`config.mk`:
```
export PLATFORM = sky130hd
export DESIGN_NAME = spi_req_arbiter_flat
export DESIGN_NICKNAME = d
export VERILOG_FILES = /design/src/rtl/spi_req_arbiter_if.sv /design/src/rtl/spi_req_arbiter.sv /design/src/flat_wrapper.sv
export SDC_FILE = /design/constraint.sdc
export NUM_CORES = 1
export LEC_CHECK = 0
export BUFFER_PORTS_ARGS = -buffer_cell sky130_fd_sc_hd__buf_2
export CORE_MARGIN = 4
export CORE_UTILIZATION = 50
export CTS_CLUSTER_DIAMETER = 50
export DETAILED_ROUTE_END_ITERATION = 10
export PLACE_DENSITY = 0.83
export SLEW_MARGIN = 20
export SYNTH_ARGS = -nofsm -noshare
export SYNTH_HDL_FRONTEND = slang
export SYNTH_SLANG_ARGS = --single-unit
```
`constraint.sdc`:
```
create_clock -name clk -period 2.1 [get_ports clk]
set_input_delay 0.105 -clock clk [delete_from_list [all_inputs] [get_ports clk]]
set_output_delay 0.105 -clock clk [all_outputs]
set_load 0.02 [all_outputs]
```
`src/rtl/spi_req_arbiter_if.sv`:
```
// Bundle of requester-side and SPI-master-side signals around the arbiter.
// The master modport is the arbiter's own view; slave is the surrounding system.
interface spi_req_arbiter_if #(
    parameter int NREQ = 4,
    parameter int DW   = 16
);
    logic [NREQ-1:0]    req;
    logic [NREQ*DW-1:0] req_data;
    logic               spi_done;
    logic               spi_start;
    logic [DW-1:0]      spi_data;
    logic [NREQ-1:0]    grant;
    logic [NREQ-1:0]    done;
    logic               busy;
    logic               err;

    modport master (
        input  req, req_data, spi_done,
        output spi_start, spi_data, grant, done, busy, err
    );

    modport slave (
        output req, req_data, spi_done,
        input  spi_start, spi_data, grant, done, busy, err
    );
endinterface

```
`src/rtl/spi_req_arbiter.sv`:
```
// Round-robin sequencer sharing one SPI write master between NREQ requesters,
// with a guard gap after each transfer and a timeout on missing completions.
module spi_req_arbiter #(
    parameter int NREQ    = 4,
    parameter int DW      = 16,
    parameter int GAP     = 8,
    parameter int TIMEOUT = 4096
) (
    input  logic               clk,
    input  logic               rst,
    spi_req_arbiter_if.master  bus
);

    localparam int IW = (NREQ > 1) ? $clog2(NREQ) : 1;
    localparam int SW = IW + 1;
    localparam int TW = (TIMEOUT > 2) ? $clog2(TIMEOUT) : 1;
    localparam int GW = (GAP > 2) ? $clog2(GAP) : 1;

    localparam logic [TW-1:0]   TO_LAST   = TW'(TIMEOUT - 1);
    localparam logic [GW-1:0]   GAP_LOAD  = GW'((GAP > 0) ? GAP - 1 : 0);
    localparam logic [IW-1:0]   LAST_INIT = IW'(NREQ - 1);
    localparam logic [NREQ-1:0] ONE       = NREQ'(1);

    typedef enum logic [2:0] {
        ST_IDLE,
        ST_START,
        ST_WAIT,
        ST_ACK,
        ST_GAP
    } state_t;

    state_t          state;
    state_t          state_nx;
    logic [IW-1:0]   idx_q;
    logic [IW-1:0]   last_q;
    logic [DW-1:0]   data_q;
    logic [TW-1:0]   to_cnt;
    logic [GW-1:0]   gap_cnt;
    logic            err_q;

    logic [IW-1:0]   winner;
    logic            found;
    logic [SW-1:0]   rr_sum;
    logic [IW-1:0]   rr_cand;
    logic [DW-1:0]   sel_word;
    logic            timeout_hit;
    logic [NREQ-1:0] idx_oh;

    logic            spi_start_d;
    logic [NREQ-1:0] grant_d;
    logic [NREQ-1:0] done_d;
    logic            busy_d;
    logic            err_d;

    assign timeout_hit = (to_cnt == TO_LAST);
    assign idx_oh      = ONE << idx_q;

    // Search starts one past the last served requester and wraps once round.
    always_comb begin
        winner  = '0;
        found   = 1'b0;
        rr_sum  = '0;
        rr_cand = '0;
        for (int k = 1; k <= NREQ; k++) begin
            rr_sum = {1'b0, last_q} + SW'(k);
            if (rr_sum >= SW'(NREQ)) begin
                rr_sum = rr_sum - SW'(NREQ);
            end
            rr_cand = rr_sum[IW-1:0];
            if (!found && bus.req[rr_cand]) begin
                found  = 1'b1;
                winner = rr_cand;
            end
        end
        sel_word = DW'(bus.req_data >> (int'(winner) * DW));
    end

    always_ff @(posedge clk) begin
        if (rst) begin
            state <= ST_IDLE;
        end else begin
            state <= state_nx;
        end
    end

    // Outputs decode purely from registered state so no input reaches an output.
    always_comb begin
        state_nx    = state;
        spi_start_d = 1'b0;
        grant_d     = '0;
        done_d      = '0;
        busy_d      = 1'b1;
        err_d       = 1'b0;
        case (state)
            ST_IDLE: begin
                busy_d = 1'b0;
                if (found) begin
                    state_nx = ST_START;
                end
            end
            ST_START: begin
                spi_start_d = 1'b1;
                grant_d     = idx_oh;
                state_nx    = ST_WAIT;
            end
            ST_WAIT: begin
                grant_d = idx_oh;
                if (bus.spi_done || timeout_hit) begin
                    state_nx = ST_ACK;
                end
            end
            ST_ACK: begin
                grant_d  = idx_oh;
                done_d   = idx_oh;
                err_d    = err_q;
                state_nx = (GAP > 0) ? ST_GAP : ST_IDLE;
            end
            ST_GAP: begin
                if (gap_cnt == '0) begin
                    state_nx = ST_IDLE;
                end
            end
            default: begin
                state_nx = ST_IDLE;
            end
        endcase
    end

    // A real completion wins over a timeout that expires in the same cycle.
    always_ff @(posedge clk) begin
        if (rst) begin
            idx_q   <= '0;
            last_q  <= LAST_INIT;
            data_q  <= '0;
            to_cnt  <= '0;
            gap_cnt <= '0;
            err_q   <= 1'b0;
        end else begin
            case (state)
                ST_IDLE: begin
                    if (found) begin
                        idx_q  <= winner;
                        data_q <= sel_word;
                    end
                end
                ST_START: begin
                    to_cnt <= '0;
                    err_q  <= 1'b0;
                end
                ST_WAIT: begin
                    if (!bus.spi_done) begin
                        if (timeout_hit) begin
                            err_q <= 1'b1;
                        end else begin
                            to_cnt <= to_cnt + 1'b1;
                        end
                    end
                end
                ST_ACK: begin
                    last_q  <= idx_q;
                    gap_cnt <= GAP_LOAD;
                end
                ST_GAP: begin
                    if (gap_cnt != '0) begin
                        gap_cnt <= gap_cnt - 1'b1;
                    end
                end
                default: begin
                end
            endcase
        end
    end

    assign bus.spi_start = spi_start_d;
    assign bus.spi_data  = data_q;
    assign bus.grant     = grant_d;
    assign bus.done      = done_d;
    assign bus.busy      = busy_d;
    assign bus.err       = err_d;

endmodule

```
`src/flat_wrapper.sv`:
```
// flat-port wrapper written by rule: the top's interface ports become plain ports
module spi_req_arbiter_flat 
#(
    parameter int NREQ    = 4,
    parameter int DW      = 16,
    parameter int GAP     = 8,
    parameter int TIMEOUT = 4096
)
  (clk, rst, bus_req, bus_req_data, bus_spi_done, bus_spi_start, bus_spi_data, bus_grant, bus_done, bus_busy, bus_err);
  spi_req_arbiter_if #(.NREQ(NREQ), .DW(DW)) bus_i ();
  input  logic clk;
  input  logic rst;
  input wire logic [$bits(bus_i.req)-1:0] bus_req;
  input wire logic [$bits(bus_i.req_data)-1:0] bus_req_data;
  input wire logic [$bits(bus_i.spi_done)-1:0] bus_spi_done;
  output wire logic [$bits(bus_i.spi_start)-1:0] bus_spi_start;
  output wire logic [$bits(bus_i.spi_data)-1:0] bus_spi_data;
  output wire logic [$bits(bus_i.grant)-1:0] bus_grant;
  output wire logic [$bits(bus_i.done)-1:0] bus_done;
  output wire logic [$bits(bus_i.busy)-1:0] bus_busy;
  output wire logic [$bits(bus_i.err)-1:0] bus_err;
  assign bus_i.req = bus_req;
  assign bus_i.req_data = bus_req_data;
  assign bus_i.spi_done = bus_spi_done;
  assign bus_spi_start = bus_i.spi_start;
  assign bus_spi_data = bus_i.spi_data;
  assign bus_grant = bus_i.grant;
  assign bus_done = bus_i.done;
  assign bus_busy = bus_i.busy;
  assign bus_err = bus_i.err;
  spi_req_arbiter #(.NREQ(NREQ), .DW(DW), .GAP(GAP), .TIMEOUT(TIMEOUT)) u_core (.clk(clk), .rst(rst), .bus(bus_i));
endmodule
```
==> flow_metrics.tcl <==
set metrics [dict create \
    status "finished clean" \
    setup-tns-final_ns 0 \
    synth_top_cells_by_count "dfxtp_1 (39), nand2_1 (26), nor2_1 (26), nand4_1 (22), mux2i_1 (19)" \
    cp-start-kind "register" \
    cp.required_ns 2.31 \
    report.final.hold_viol_count 0 \
    clk_pin_slew_ns 0.07 \
    yosys.area.top_type_share 0.3007 \
    drt-total-wl_microns 7094 \
    post_cts_resized 0 \
    syn2layout_area_growth_pct 22.84 \
    setup_violations 0 \
    p_switching_mw 0.6940 \
    grt.total_usage 0.2188 \
    die-area_sq_um 6410 \
    cts_sinks 39 \
    cp.arrival_ns 2.09 \
    leakage_nw 1.451 \
    seqPwrFrac 0.429 \
    skew_ns 0.005162 \
    drc_errors 0 \
    power.internal_mw 1.308 \
    combPwrFrac 0.323 \
    worst_slew_pin_slew_ns 0.6312 \
    ys_seq_area_frac 0.3007 \
    overflow 0 \
    viasPerCell 5.862 \
    htreeDepth 2 \
    synth_edf_count 0 \
    path_buf_inv 0 \
    initial_utilization 0.5321 \
    synthArstFlopShare 0 \
    syn_nets 369 \
    die_x_microns 80.06 \
    netlist_area_sq_um 2596 \
    slew_viol_final 0 \
    cp_slowest_cell "nand4_2" \
    crit_type "reg2reg" \
    max_stage_delay_ns 0.59 \
    crit_path_end_kind "register" \
    hold_buffers 0 \
    ios 98 \
    cts_buffer_depth 2 \
    cts_tree "yes" \
    grt_pass1_wl_microns 11250 \
    avgSynthCellArea_sq_um 8.801 \
    place_ws_ns 0.2665 \
    clkPwrFrac 0.248 \
    power_density_nw_per_um2 627.7 \
    post-route-period-util 0.8960 \
    cts_made_buffers 5 \
    syn_inst 295 \
    drtPass1Iterations 4 \
    core_area_sq_um 4880 \
    synth_area_leaders "dfxtp_1 (30%), mux2i_1 (7.3%), a211o_1 (5.7%)" \
    place.gp.congestion 0.8328 \
    fin_total_pwr_mw 2.002 \
    fmax_mhz 531.4 \
    setup_slack_ns 0.2183 \
    insertion_delay_ns 0.29 \
    slew_headroom 0.5782 \
    postCtsSetupBuffers 0 \
    yosys.cell_count.top_type "dfxtp_1" \
    holdCritPathClass "in2reg" \
    yosys.cell_types.count 53 \
    die_h_microns 80.06 \
    max_cap_violations 0 \
    ir_worst_vdd_mv 0.3666 \
    grt_pass1_vias 2559 \
    drive_gt1_frac 0.3692 \
    grt_start_max_net_pins 20 \
    antenna_left 0 \
    yosysWarnings 0 \
    io_buffers 97 \
    synth_ff_type "dfxtp_1" \
    switching_share 0.3467 \
    vias 2679 \
    ys_ff_latch 39 \
    drt-initial-drc-count 187 \
    grt_setup_unrepaired "no" \
    design_area_sq_um 3189 \
    place_area_sq_um 3108 \
    path_cells "nor2_1 -> nand4_2 -> o211ai_1" \
    crit_family "simple AND/OR/NAND/NOR gates" \
    yosys.area.top_type "dfxtp_1" \
    root_buffer "clkbuf_8" \
    worstPathMaxFanout 15 \
    antenna_cells 0 \
    num_rows 25 \
    min_period_ns 1.882 \
    antenna_found_initial 0 \
    wl_per_cell_microns 15.52 \
    nNetsFinal 463 \
    r2r_setup_slack_ns 0.22 \
    dp_hpwl_microns 5349 \
]
worst reg2reg max path, cell delays in order, from the launching register on:
cell and delay, ns:
dfxtp_1 0.42, nor2_1 0.41, nand4_2 0.59, o211ai_1 0.37
metal layers:
metal  global-route usage  share of wire  wire (microns)  vias up
li1                     -              -               -     1303
met1               0.2680           0.41            2933     1244
met2               0.3642           0.48            3436      118
met3              0.06166          0.083             587       14
met4              0.07939          0.019             136        0
met5                    0              0               0        -
path summary, 6_finish.rpt:
kind	from	endpoint	cells after the start
hold / removal	bus_req_data[61]	u_core.bus.spi_data[13]$_SDFFE_PP0P_	3
setup reg to reg	u_core.state[0]$_SDFFE_PP0P_	u_core.bus.spi_data[15]$_SDFFE_PP0P_	3
setup / recovery	u_core.state[0]$_SDFFE_PP0P_	u_core.bus.spi_data[15]$_SDFFE_PP0P_	3
hold reg to reg	u_core.err_q$_SDFFE_PP0P_	u_core.err_q$_SDFFE_PP0P_	2
power groups by stage:
stage	sequential (mW)	combinational (mW)	clock [mW]
3_3_place_gp	0.873	0.627	0
2_1_floorplan	0.918	0.397	0
3_5_place_dp	0.874	0.642	0
4_1_cts	0.858	0.645	0.500
5_1_grt	0.868	0.700	0.520
6_report	0.859	0.647	0.496
flip-flops by register name, indices dropped and copies added, names as in the netlist:
name,cells
u_core.bus.spi_data,16
u_core.err_q,1
u_core.gap_cnt,3
u_core.idx_q,2
u_core.last_q,2
u_core.state,3
u_core.to_cnt,12
area by class of cell:
class | count | area, sq um
clock buffer | 7 | 76.32
inverter | 8 | 30.03
sequential | 39 | 780.7
tap | 67 | 83.83
timing repair buffer | 109 | 575.6
fill | 414 | 1690
multi-input combinational | 226 | 1638
clock inverter | 1 | 5.005
kinds of logic after synthesis:
logic type / Yosys count / synth area share
and+or+nand+nor: 114 / 0.2458
AOI/OAI and AO/OA: 83 / 0.2737
DFF: 39 / 0.3007
buffers and inverters: 30 / 0.06843
muxes: 19 / 0.07325
xor gates and xnor gates: 7 / 0.02361
adders and majority gates: 3 / 0.01446
stage by stage:
step | utilization | instances | hold WS (ns)
after floorplan | - | 295 | 0.3077
after global placement | 0.6369 | 449 | 0.3956
after detailed placement | 0.6369 | 449 | 0.4041
after CTS | 0.6536 | 457 | 0.09960
after global routing | 0.6536 | 457 | 0.1012
final | 0.6536 | 457 | 0.09964
placed cells by master, fill, tap and decap left out, types with 3 or more instances in the layout:
cell       n
a211o_1   17
a21oi_1   11
and3_1     4
buf_2     97
buf_4     12
clkbuf_8   5
dfxtp_1   39
ha_1       3
inv_1      8
mux2i_1   19
nand2_1   26
nand2b_1   6
nand3_1    6
nand4_1   22
nor2_1    26
nor3_1     4
nor4_1     3
o211ai_1   7
o211ai_2  10
o31ai_1   16
or3_1      5
xnor2_1    6
Power figures use the tool's default switching activity.
